--- src/rtl/hub75_fb_readout_pkg.sv ---
// Shared definitions for the HUB75 frame-buffer read-out path: fill FSM
// states and the width helpers used for the FB address layout
// {row, col, bank, dc_idx}.
package hub75_fb_readout_pkg;

  typedef enum logic [1:0] {
    ST_IDLE,
    ST_PEND,
    ST_RUN,
    ST_DRAIN
  } fill_state_t;

  // Number of dc_idx bits in an FB address; zero when a pixel is one word.
  function automatic int cs_width(input int fb_dc);
    return (fb_dc > 1) ? $clog2(fb_dc) : 0;
  endfunction

  // Width of the fill counter {col, dc_idx}.
  function automatic int cw_width(input int n_cols, input int fb_dc);
    return $clog2(n_cols) + cs_width(fb_dc);
  endfunction

endpackage

--- src/rtl/hub75_fb_readout_if.sv ---
// Frame-buffer side of the read-out engine: arbiter handshake plus the
// FB read bus. The read-out engine is the master.
interface hub75_fb_readout_if #(
  parameter int FB_AW = 13,
  parameter int FB_DW = 16
) ();

  logic             ctrl_req;
  logic             ctrl_gnt;
  logic             ctrl_rel;
  logic [FB_AW-1:0] fb_addr;
  logic             fb_rden;
  logic [FB_DW-1:0] fb_data;

  modport master (
    output ctrl_req, ctrl_rel, fb_addr, fb_rden,
    input  ctrl_gnt, fb_data
  );

  modport slave (
    input  ctrl_req, ctrl_rel, fb_addr, fb_rden,
    output ctrl_gnt, fb_data
  );

endinterface

--- src/rtl/hub75_fb_readout_linebuffer.sv ---
// Simple dual-port line buffer: one write port with per-word mask and one
// registered read port. Contents are not reset.
module hub75_linebuffer #(
  parameter int N_WORDS    = 1,
  parameter int WORD_WIDTH = 24,
  parameter int ADDR_WIDTH = 7
) (
  input  logic                          clk,
  input  logic [ADDR_WIDTH-1:0]         wr_addr,
  input  logic [N_WORDS*WORD_WIDTH-1:0] wr_data,
  input  logic [N_WORDS-1:0]            wr_mask,
  input  logic                          wr_en,
  input  logic [ADDR_WIDTH-1:0]         rd_addr,
  input  logic                          rd_en,
  output logic [N_WORDS*WORD_WIDTH-1:0] rd_data
);

  logic [N_WORDS*WORD_WIDTH-1:0] mem [2**ADDR_WIDTH];

  // Write the enabled words of the addressed entry
  always_ff @(posedge clk) begin
    if (wr_en) begin
      for (int w = 0; w < N_WORDS; w++) begin
        if (wr_mask[w]) begin
          mem[wr_addr][w*WORD_WIDTH +: WORD_WIDTH] <= wr_data[w*WORD_WIDTH +: WORD_WIDTH];
        end
      end
    end
  end

  // Registered read: data appears the cycle after rd_en
  always_ff @(posedge clk) begin
    if (rd_en) begin
      rd_data <= mem[rd_addr];
    end
  end

endmodule

--- src/rtl/hub75_fb_readout.sv ---
// Frame-buffer read-out engine. On rd_row_load it requests the shared FB,
// streams one bank/row out of it, reassembles FB_DC words per pixel and
// fills the back half of a double line buffer; the scan side reads pixels
// from the front half at any time.
module hub75_fb_readout
  import hub75_fb_readout_pkg::*;
#(
  parameter int N_BANKS  = 2,
  parameter int N_ROWS   = 32,
  parameter int N_COLS   = 64,
  parameter int BITDEPTH = 24,
  parameter int FB_AW    = 13,
  parameter int FB_DW    = 16,
  parameter int FB_DC    = 2
) (
  input  logic                        clk,
  input  logic                        rst,
  input  logic [$clog2(N_BANKS)-1:0]  rd_bank_addr,
  input  logic [$clog2(N_ROWS)-1:0]   rd_row_addr,
  input  logic                        rd_row_load,
  output logic                        rd_row_rdy,
  input  logic                        rd_row_swap,
  input  logic [$clog2(N_COLS)-1:0]   rd_col_addr,
  input  logic                        rd_en,
  output logic [BITDEPTH-1:0]         rd_data,
  hub75_fb_readout_if.master          fb
);

  localparam int LOG_N_BANKS = $clog2(N_BANKS);
  localparam int LOG_N_ROWS  = $clog2(N_ROWS);
  localparam int LOG_N_COLS  = $clog2(N_COLS);
  localparam int CS          = cs_width(FB_DC);
  localparam int CW          = cw_width(N_COLS, FB_DC);
  localparam int LAST_CNT    = N_COLS * FB_DC - 1;
  localparam int PW          = FB_DW * FB_DC;

  fill_state_t            state;
  fill_state_t            state_nxt;
  logic [LOG_N_BANKS-1:0] bank_q;
  logic [LOG_N_ROWS-1:0]  row_q;
  logic [CW-1:0]          cnt;
  logic                   run_last;
  logic                   sel;
  logic                   rel_q;
  logic                   rden_q;
  logic [CW-1:0]          cnt_q;
  logic [LOG_N_COLS-1:0]  col_q;
  logic [PW-1:0]          pixel_word;
  logic                   word_last;
  logic [FB_AW-1:0]       addr_raw;

  assign run_last    = (cnt == CW'(LAST_CNT));
  assign col_q       = cnt_q[CW-1 -: LOG_N_COLS];
  assign fb.ctrl_rel = rel_q;
  assign fb.fb_addr  = fb.fb_rden ? addr_raw : '0;

  // Fill FSM state register
  always_ff @(posedge clk) begin
    if (rst) begin
      state <= ST_IDLE;
    end else begin
      state <= state_nxt;
    end
  end

  // Fill FSM next state and handshake outputs; DRAIN covers the last data return
  always_comb begin
    state_nxt   = state;
    rd_row_rdy  = 1'b0;
    fb.ctrl_req = 1'b0;
    fb.fb_rden  = 1'b0;
    case (state)
      ST_IDLE: begin
        rd_row_rdy = 1'b1;
        if (rd_row_load) begin
          state_nxt = ST_PEND;
        end
      end
      ST_PEND: begin
        fb.ctrl_req = 1'b1;
        if (fb.ctrl_gnt) begin
          state_nxt = ST_RUN;
        end
      end
      ST_RUN: begin
        fb.fb_rden = 1'b1;
        if (run_last) begin
          state_nxt = ST_DRAIN;
        end
      end
      ST_DRAIN: begin
        state_nxt = ST_IDLE;
      end
      default: begin
        state_nxt = ST_IDLE;
      end
    endcase
  end

  // Latch the requested bank/row on an accepted load and step the fill counter
  always_ff @(posedge clk) begin
    if (rst) begin
      bank_q <= '0;
      row_q  <= '0;
      cnt    <= '0;
    end else begin
      if (state == ST_IDLE && rd_row_load) begin
        bank_q <= rd_bank_addr;
        row_q  <= rd_row_addr;
      end
      if (state == ST_RUN) begin
        cnt <= run_last ? '0 : cnt + 1'b1;
      end
    end
  end

  // Buffer select toggles on swap; release pulses the cycle after the last write
  always_ff @(posedge clk) begin
    if (rst) begin
      sel   <= 1'b0;
      rel_q <= 1'b0;
    end else begin
      if (rd_row_swap) begin
        sel <= ~sel;
      end
      rel_q <= (state == ST_DRAIN);
    end
  end

  // Track which counter value the returning FB word belongs to
  always_ff @(posedge clk) begin
    if (rst) begin
      rden_q <= 1'b0;
      cnt_q  <= '0;
    end else begin
      rden_q <= fb.fb_rden;
      cnt_q  <= cnt;
    end
  end

  if (CS > 0) begin : g_multi_word
    logic [CS-1:0]             dc_q;
    logic [PW-FB_DW-1:0]       hold;

    assign dc_q       = cnt_q[CS-1:0];
    assign word_last  = (dc_q == CS'(FB_DC - 1));
    assign pixel_word = {fb.fb_data, hold};
    assign addr_raw   = {row_q, cnt[CW-1 -: LOG_N_COLS], bank_q, cnt[CS-1:0]};

    // Park the lower words of a pixel until its top word returns
    always_ff @(posedge clk) begin
      if (rden_q && !word_last) begin
        hold[int'(dc_q)*FB_DW +: FB_DW] <= fb.fb_data;
      end
    end
  end else begin : g_single_word
    assign word_last  = 1'b1;
    assign pixel_word = fb.fb_data;
    assign addr_raw   = {row_q, cnt, bank_q};
  end

  if (PW > BITDEPTH) begin : g_trunc
    logic unused_pixel_bits;
    assign unused_pixel_bits = ^pixel_word[PW-1:BITDEPTH];
  end

  hub75_linebuffer #(
    .N_WORDS    (1),
    .WORD_WIDTH (BITDEPTH),
    .ADDR_WIDTH (1 + LOG_N_COLS)
  ) u_linebuffer (
    .clk     (clk),
    .wr_addr ({~sel, col_q}),
    .wr_data (pixel_word[BITDEPTH-1:0]),
    .wr_mask (1'b1),
    .wr_en   (rden_q && word_last),
    .rd_addr ({sel, rd_col_addr}),
    .rd_en   (rd_en),
    .rd_data (rd_data)
  );

endmodule

--- src/flat_wrapper.sv ---
// flat-port wrapper written by rule: the top's interface ports become plain ports
module hub75_fb_readout_flat import hub75_fb_readout_pkg::*;
#(
  parameter int N_BANKS  = 2,
  parameter int N_ROWS   = 32,
  parameter int N_COLS   = 64,
  parameter int BITDEPTH = 24,
  parameter int FB_AW    = 13,
  parameter int FB_DW    = 16,
  parameter int FB_DC    = 2
)
  (clk, rst, rd_bank_addr, rd_row_addr, rd_row_load, rd_row_rdy, rd_row_swap, rd_col_addr, rd_en, rd_data, fb_ctrl_req, fb_ctrl_rel, fb_fb_addr, fb_fb_rden, fb_ctrl_gnt, fb_fb_data);
  hub75_fb_readout_if #(.FB_AW(FB_AW), .FB_DW(FB_DW)) fb_i ();
  input  logic clk;
  input  logic rst;
  input  logic [$clog2(N_BANKS)-1:0] rd_bank_addr;
  input  logic [$clog2(N_ROWS)-1:0] rd_row_addr;
  input  logic rd_row_load;
  output logic rd_row_rdy;
  input  logic rd_row_swap;
  input  logic [$clog2(N_COLS)-1:0] rd_col_addr;
  input  logic rd_en;
  output logic [BITDEPTH-1:0] rd_data;
  output wire logic [$bits(fb_i.ctrl_req)-1:0] fb_ctrl_req;
  output wire logic [$bits(fb_i.ctrl_rel)-1:0] fb_ctrl_rel;
  output wire logic [$bits(fb_i.fb_addr)-1:0] fb_fb_addr;
  output wire logic [$bits(fb_i.fb_rden)-1:0] fb_fb_rden;
  input wire logic [$bits(fb_i.ctrl_gnt)-1:0] fb_ctrl_gnt;
  input wire logic [$bits(fb_i.fb_data)-1:0] fb_fb_data;
  assign fb_ctrl_req = fb_i.ctrl_req;
  assign fb_ctrl_rel = fb_i.ctrl_rel;
  assign fb_fb_addr = fb_i.fb_addr;
  assign fb_fb_rden = fb_i.fb_rden;
  assign fb_i.ctrl_gnt = fb_ctrl_gnt;
  assign fb_i.fb_data = fb_fb_data;
  hub75_fb_readout #(.N_BANKS(N_BANKS), .N_ROWS(N_ROWS), .N_COLS(N_COLS), .BITDEPTH(BITDEPTH), .FB_AW(FB_AW), .FB_DW(FB_DW), .FB_DC(FB_DC)) u_core (.clk(clk), .rst(rst), .rd_bank_addr(rd_bank_addr), .rd_row_addr(rd_row_addr), .rd_row_load(rd_row_load), .rd_row_rdy(rd_row_rdy), .rd_row_swap(rd_row_swap), .rd_col_addr(rd_col_addr), .rd_en(rd_en), .rd_data(rd_data), .fb(fb_i));
endmodule
--- config.mk ---
export PLATFORM = sky130hd
export DESIGN_NAME = hub75_fb_readout_flat
export DESIGN_NICKNAME = d
export VERILOG_FILES = /design/src/rtl/hub75_fb_readout_pkg.sv /design/src/rtl/hub75_fb_readout_if.sv /design/src/rtl/hub75_fb_readout_linebuffer.sv /design/src/rtl/hub75_fb_readout.sv /design/src/flat_wrapper.sv
export SDC_FILE = /design/constraint.sdc
export NUM_CORES = 2
export LEC_CHECK = 0
export ABC_CLOCK_PERIOD_IN_PS = 8300
export CAP_MARGIN = 20
export CORE_UTILIZATION = 38
export DETAILED_ROUTE_END_ITERATION = 8
export PLACE_DENSITY = 0.49
export SLEW_MARGIN = 20
export SYNTH_ARGS = -nofsm -noshare
export SYNTH_HDL_FRONTEND = slang
export SYNTH_HIERARCHICAL = 1
export SYNTH_SLANG_ARGS = --single-unit
--- constraint.sdc ---
create_clock -name clk -period 8.3 [get_ports clk]
set_clock_uncertainty 0.05 [all_clocks]
set_input_delay 1.245 -clock clk [delete_from_list [all_inputs] [get_ports clk]]
set_output_delay 1.245 -clock clk [all_outputs]
set_load 0.03 [all_outputs]
; ---- Yosys cells after proc, flatten, opt, wreduce, memory -nomap -nowiden
; Memories as Yosys holds them, arrays and structs flattened. A register that Yosys moved wholly into a read port is not among the register bits.
; Index checks and enable logic that the tools add are counted.
[classes]
add_sub_neg = 2
multipliers = 0
n_div = 0
n_lt_le_gt_ge = 0
n_eq_ne = 7
shift = 2
mux = 12
bitwise_logic = 1
reduce_logical = 6
[ops]
columns = op, count
row1 = $neg 5->33, 1
row2 = $shift 16x33->16 const A, 1
row3 = $shiftx 16x33->16, 1
row4 = $bwmux 16, 1
row5 = $mux 13, 1
row6 = $pmux 2 s4, 1
row7 = $add 7x1->7 const B, 1
row8 = $eq 7x7->1 const B, 1
row9 = $mux 7, 1
row10 = $mux 2, 3
row11 = $mux 1, 5
row12 = $eq 2x2->1 const B, 2
row13 = $ne 2x2->1 const B, 2
row14 = $logic_and 1x1->1, 3
row15 = $reduce_and 3->1, 1
row16 = $eq 2x1->1 const B, 1
row17 = $logic_not 2->1, 1
row18 = $ne 2x1->1 const B, 1
row19 = $logic_not 1->1, 1
row20 = $not 1->1, 1
[word_totals]
regBits = 41
latchBits = 0
mem_bits_rw = 3072
mem_bits_ro = 0
in_bits = 34
out_inout_bits = 41
wordCells = 40
n_memories = 1
[memory_table]
columns = name, depth, word_bits, rd, rd_clocked_by_memory_dff, wr, line_no
row1 = u_core.u_linebuffer.mem, 128, 24, 1, 1, 1, hub75_fb_readout_linebuffer.sv:18  ; logic [N_WORDS*WORD_WIDTH-1:0] mem [2**ADDR_WIDTH];

; ---- Longest topological paths before layout
[logic_depth]
depth_word = 3
ltp_mapped = 8
depth_no_buf = 5

; ---- Cells and area by module
; The synthesis kept the hierarchy.
[modules_own_cells]
columns = mod, instances, cells_per_inst, area_per_inst_um2, seq_area_each_um2
row1 = hub75_linebuffer, 1, 4536, 117634.1, 92969.2
row2 = hub75_fb_readout, 1, 160, 1701.6, 980.9

; ---- Worst setup path after synthesis
; No wires, ideal clock.
[synth_timing]
path_type = input -> register
start = in rd_col_addr[0]
end = reg u_core.u_linebuffer.rd_data[0] (read register of u_core.u_linebuffer.mem), data pin
setup_ns = 0.260
arrival_ns = 3.770
required_time_ns = 7.990
setup_slack_ns = 4.220
stages = 7
n_path_buf = 3
cell_sequence = clkbuf_1 > buf_2 > buf_1 > mux4_2 > mux4_2 > mux4_2 > mux2_2
[synth_rtl]
columns = item, line_no
row1 = from (decl), flat_wrapper.sv:21  ; input logic [$clog2(N_COLS)-1:0] rd_col_addr;
row2 = to (decl), hub75_fb_readout_linebuffer.sv:15  ; output logic [N_WORDS*WORD_WIDTH-1:0] rd_data

; ---- Worst setup path in the final report
[layout_timing]
start = reg u_core.state[0]
end = out fb_fb_addr[4]
[layout_between]
elab_chain_cells = 3
[layout_rtl]
columns = item, line_no
row1 = from (decl), hub75_fb_readout.sv:37  ; fill_state_t state;
row2 = from (signal assigned), hub75_fb_readout.sv:62  ; state <= state_nxt;
row3 = $eq 2x2->1, hub75_fb_readout.sv:72  ; case (state)
row4 = $mux 1, hub75_fb_readout.sv:72
row5 = $mux 13, hub75_fb_readout.sv:55  ; assign fb.fb_addr = fb.fb_rden ? addr_raw : '0;
row6 = to (decl), flat_wrapper.sv:26  ; output wire logic [$bits(fb_i.fb_addr)-1:0] fb_fb_addr;
; No other way between the ends.

==> results by stage <==
Timing:
- Setup slack on the critical path of the routed design comes to 3958 ps.
- Setup repair after global routing left no endpoint under its margin.
- Setup violations remaining at the end of the flow were counted as 0.
- The worst-margin pin slew is 1103 ps.
- The number of max-slew violations in the final report is 0.
- The number of hold-slack violations in the final timing report came to 0.
- The highest clock rate is 230.3 MHz.
- The worst slew slack as a fraction of its limit is 26.30%.
- In the final timing run, aggregate negative setup slack is 0 ps.
- The share of the clock period used by the worst path after layout is 52.32%.
- Subtracting the final worst setup slack from the clock period gives 4342 ps.

Routing:
- The number of detailed-route iterations in the first pass is 7.
- Summed over all layers, the routed wires come to 326500 um.
- For this run, design rule violations remaining after detail routing come to 0.
- The post-detailed-route via-to-cell ratio is 5.675.
- The routed layout has 53870 vias.
- Dividing the detail-routed wire length by the instance count gives 34.40 um.
- The remaining number of nets flagged by the antenna check after routing is 0.
- The first routing iteration left 6361 violations.

Critical path:
- The cell with the largest stage delay on the worst path is sky130_fd_sc_hd__ha_1.
- The register-to-register path setup slack is 4230 ps.
- The critical path buffer and inverter count is 3.
- Among cell families on the critical path, the largest total delay comes from buffers and inverters.
- In this run the worst setup path begins at u_core/state[0].
- The arrival time at the worst endpoint is 3050 ps.
- For the worst setup path, the data required time is 7010 ps.
- In this design, the stage delay of the slowest critical-path cell is 690 ps.
- Along the worst path, the maximum fanout reaches 27.
- The worst register-to-register path begins at u_core/sel.
- The worst setup path is captured at a primary output.
- The critical path's most frequent cell is sky130_fd_sc_hd__inv_1.
- The signal on the critical path passes through inv_1, ha_1, nand2_1, inv_1, clkdlybuf4s50_1.
- The worst setup path is launched from a register.
- The critical path in this run is classified as reg -> out.

Final layout:
- Compared with the post-synthesis result, the final layout area differs by 15.34%.
- The final design utilization is 44.09%.
- For this run, the post-layout net count is 5118.
- The layout cell share with drive strength beyond 1 is 34.66%.
- Excluding fillers, the count of instances in the completed layout stands at 9493.

Clock network:
- The source-to-sink clock delay at the later pin of the worst-skew pair is 910 ps.
- The CTS tree is built.
- In this run, post-CTS hold repair placed 0 buffers.
- The number of buffers added by the clock tree synthesis step is 337.
- The clock tree synthesis step divided the H-tree into 5 levels.
- The clock passes through at most 4 buffers.
- The buffers inserted during post-CTS setup optimization is 0.
- The count of cells resized by post-cts repair is 0.
- The clock transition at the registers of the reported paths is 60 ps.
- The tree is rooted in a sky130_fd_sc_hd__clkbuf_16.
- The tree built by TritonCTS fans out to 3137 sinks.

Global routing:
- The aggregate global-route resource usage is 20.69%.
- The initial antenna violation count was 50.
- The first global-routing pass estimated 452500 um of wire.
- The total overflow left after global routing is 0.
- Entering global routing, the biggest net connects 105 pins.
- The via count of the first global-routing pass is 55520.

Yosys:
- The post-synthesis average cell area is 25.41 um^2.
- After technology mapping, the gate count stands at 4696.
- The number of flops mapped to enable cells by yosys is 3112.
- For this run, the register share of the synthesized area comes to 78.73%.
- The synthesized netlist contains 40 unique library cells.
- The main flop type after synthesis is sky130_fd_sc_hd__edfxtp_1.
- The number of warning messages in the yosys log is 6.
- The number of storage elements in the synthesis netlist is 3137.
- The number of nets handed over by synthesis was 4736.
- The post-synthesis instance area is 0.1193 mm^2.
- The share of flip-flops with an asynchronous set or reset is 0%.

Placed design:
- The routability-driven placement congestion ratio is 0.7620.
- The HPWL after detailed placement is 175300 um.
- During placement, the flow inserted port buffers numbering 74.
- The worst setup slack after placement is 3227 ps.
- The number of cells after detailed placement is 8878.

Run status:
- The flow ran to the end, and the final reports show no timing, DRC or antenna violations.

Power:
- The peak supply drop is 0.0001643 V.
- The part of the power in the clock network is 42.9%.
- The sequential fraction of design power is 51.9%.
- The analysis attributes to cell leakage a power of 41.73 nW.
- The completed layout was analyzed and its total power is 33.73 mW.
- Summed over all nets, the switching power comes to 7.256 mW.
- Power spread over the standard cell area amounts to 245.1 mW/mm^2.
- The logic gate share of total power is 5.2%.
- The cell-internal power is 26.48 mW.
- Net switching is 21.51% of the power.

Floorplanning:
- For this design the top-level I/O count stands at 75.
- The die covers 0.3163 mm^2.
- After floorplanning, the core was sized to cover 0.3122 mm^2.
- In this run the vertical extent of the chip is 562.4 um.
- The initial utilization of the core area, before any placement, comes to 38.23%.
- The number of rows in the core area is 205.
- The die is 562.4 um wide.

Hold path:
- The worst hold path class is reg -> reg.
- The worst hold path begins at u_core/row_q[1].

Run:
- The max-capacitance violation count is 0.
cell type report:
| cell class | instances | area, um^2 |
|---|---|---|
| Antenna cell | 12 | 30.03 |
| Clock buffer | 426 | 8977 |
| Clock inverter | 176 | 1545 |
| Fill cell | 26120 | 174500 |
| Inverter | 5 | 18.77 |
| Multi-Input combinational cell | 1307 | 25320 |
| Sequential cell | 3137 | 93950 |
| Tap cell | 4140 | 5180 |
| Timing Repair Buffer | 290 | 2610 |
final timing paths:
path                                         end  cells after the start
hold reg to reg                  u_core/row_q[1]                      2
hold / removal                   u_core/row_q[1]                      2
setup reg to reg  u_core/u_linebuffer/mem[31][0]                      5
setup / recovery                   fb_fb_addr[4]                      5
per-layer routing:
metal	wire (um)	share of wire [%]	track usage, %	vias to the layer above
met5	49	0.015	0	-
met4	6409	2.0	4.323	6
met3	23050	7.1	3.713	350
met2	155100	48	32.58	1822
met1	141900	43	30.30	30360
li1	-	-	-	21340
layout by cell type (no fill, tap or decap), types with 9 or more instances in the layout:
cell type	instances
sky130_fd_sc_hd__diode_2	12
sky130_fd_sc_hd__nand3_1	18
sky130_fd_sc_hd__clkinvlp_4	9
sky130_fd_sc_hd__bufinv_16	22
sky130_fd_sc_hd__buf_4	205
sky130_fd_sc_hd__mux2_2	24
sky130_fd_sc_hd__clkbuf_1	77
sky130_fd_sc_hd__dfxtp_1	24
sky130_fd_sc_hd__clkbuf_16	345
sky130_fd_sc_hd__clkdlybuf4s50_1	59
sky130_fd_sc_hd__mux4_2	1008
sky130_fd_sc_hd__nor2b_1	32
sky130_fd_sc_hd__nor2_4	128
sky130_fd_sc_hd__inv_6	10
sky130_fd_sc_hd__edfxtp_1	3112
sky130_fd_sc_hd__buf_12	17
sky130_fd_sc_hd__clkinv_1	72
sky130_fd_sc_hd__clkinv_2	52
sky130_fd_sc_hd__nand2_1	19
sky130_fd_sc_hd__and2_1	14
power by group through the flow:
stage	Clock [mW]	Sequential [mW]	Combinational (mW)
global route	15.4	17.5	1.84
CTS	14.8	17.5	1.77
floorplan	0	17.9	0.901
global placement	0	17.9	1.75
finish	14.5	17.5	1.74
detailed placement	0	17.9	1.77
metrics by stage:
stage	instance area (um^2)	hold WS, ps
2_1_floorplan	119300	381.7
3_3_place_gp	127000	405.2
3_5_place_dp	127100	394.8
4_1_cts	137600	403.4
5_1_grt	137600	423.6
6_report	137600	403.0
cell families (layout without fill, tap and decap cells):
family                     Yosys count  in the layout  share of synthesized area [%]
buffers and inverters              252            897                         0.8650
DFF                               3137           3137                          78.73
adders and majority gates            6              6                        0.06291
AOI/OAI and AO/OA                   17             17                        0.08914
muxes                             1034           1034                          19.27
and+or+nand+nor                    246            246                         0.9636
other                                1             13                       0.003142
xor gates and xnor gates             3              3                        0.02202
flip-flops by register name, indices dropped and copies added (netlist names):
register,flops
u_core/cnt,7
u_core/sel,1
u_core/cnt_q,7
u_core/row_q,5
u_core/u_linebuffer/mem,3072
u_core/state,2
u_core/g_multi_word.hold,16
u_core/u_linebuffer/rd_data,24
u_core/fb.ctrl_rel,1
u_core/rden_q,1
u_core/bank_q,1
worst reg2reg max path, cell delays in order, from the launching register on:
cell and delay, ps:
sky130_fd_sc_hd__dfxtp_4 680, sky130_fd_sc_hd__inv_1 360, sky130_fd_sc_hd__nor2_1 630, sky130_fd_sc_hd__nand3_1 780, sky130_fd_sc_hd__nor2_4 780, sky130_fd_sc_hd__buf_4 450
cells in the mapped netlist (4+ instances only):
master,instances,area share (%)
sky130_fd_sc_hd__a21oi_1,8,0.034
sky130_fd_sc_hd__clkbuf_1,157,0.49
sky130_fd_sc_hd__nand4_1,5,0.026
sky130_fd_sc_hd__nand2_1,20,0.063
sky130_fd_sc_hd__inv_1,5,0.016
sky130_fd_sc_hd__buf_1,28,0.088
sky130_fd_sc_hd__nor2_1,136,0.43
sky130_fd_sc_hd__ha_1,6,0.063
sky130_fd_sc_hd__buf_2,60,0.25
sky130_fd_sc_hd__nor2b_1,32,0.17
sky130_fd_sc_hd__edfxtp_1,3112,78
sky130_fd_sc_hd__nand3_1,19,0.080
sky130_fd_sc_hd__and2_1,14,0.073
sky130_fd_sc_hd__dfxtp_1,25,0.42
sky130_fd_sc_hd__mux2_2,24,0.23
sky130_fd_sc_hd__nand3b_1,4,0.025
sky130_fd_sc_hd__nand2b_1,4,0.021
sky130_fd_sc_hd__mux4_2,1008,19
No activity file was read; power rests on OpenSTA's default activity.
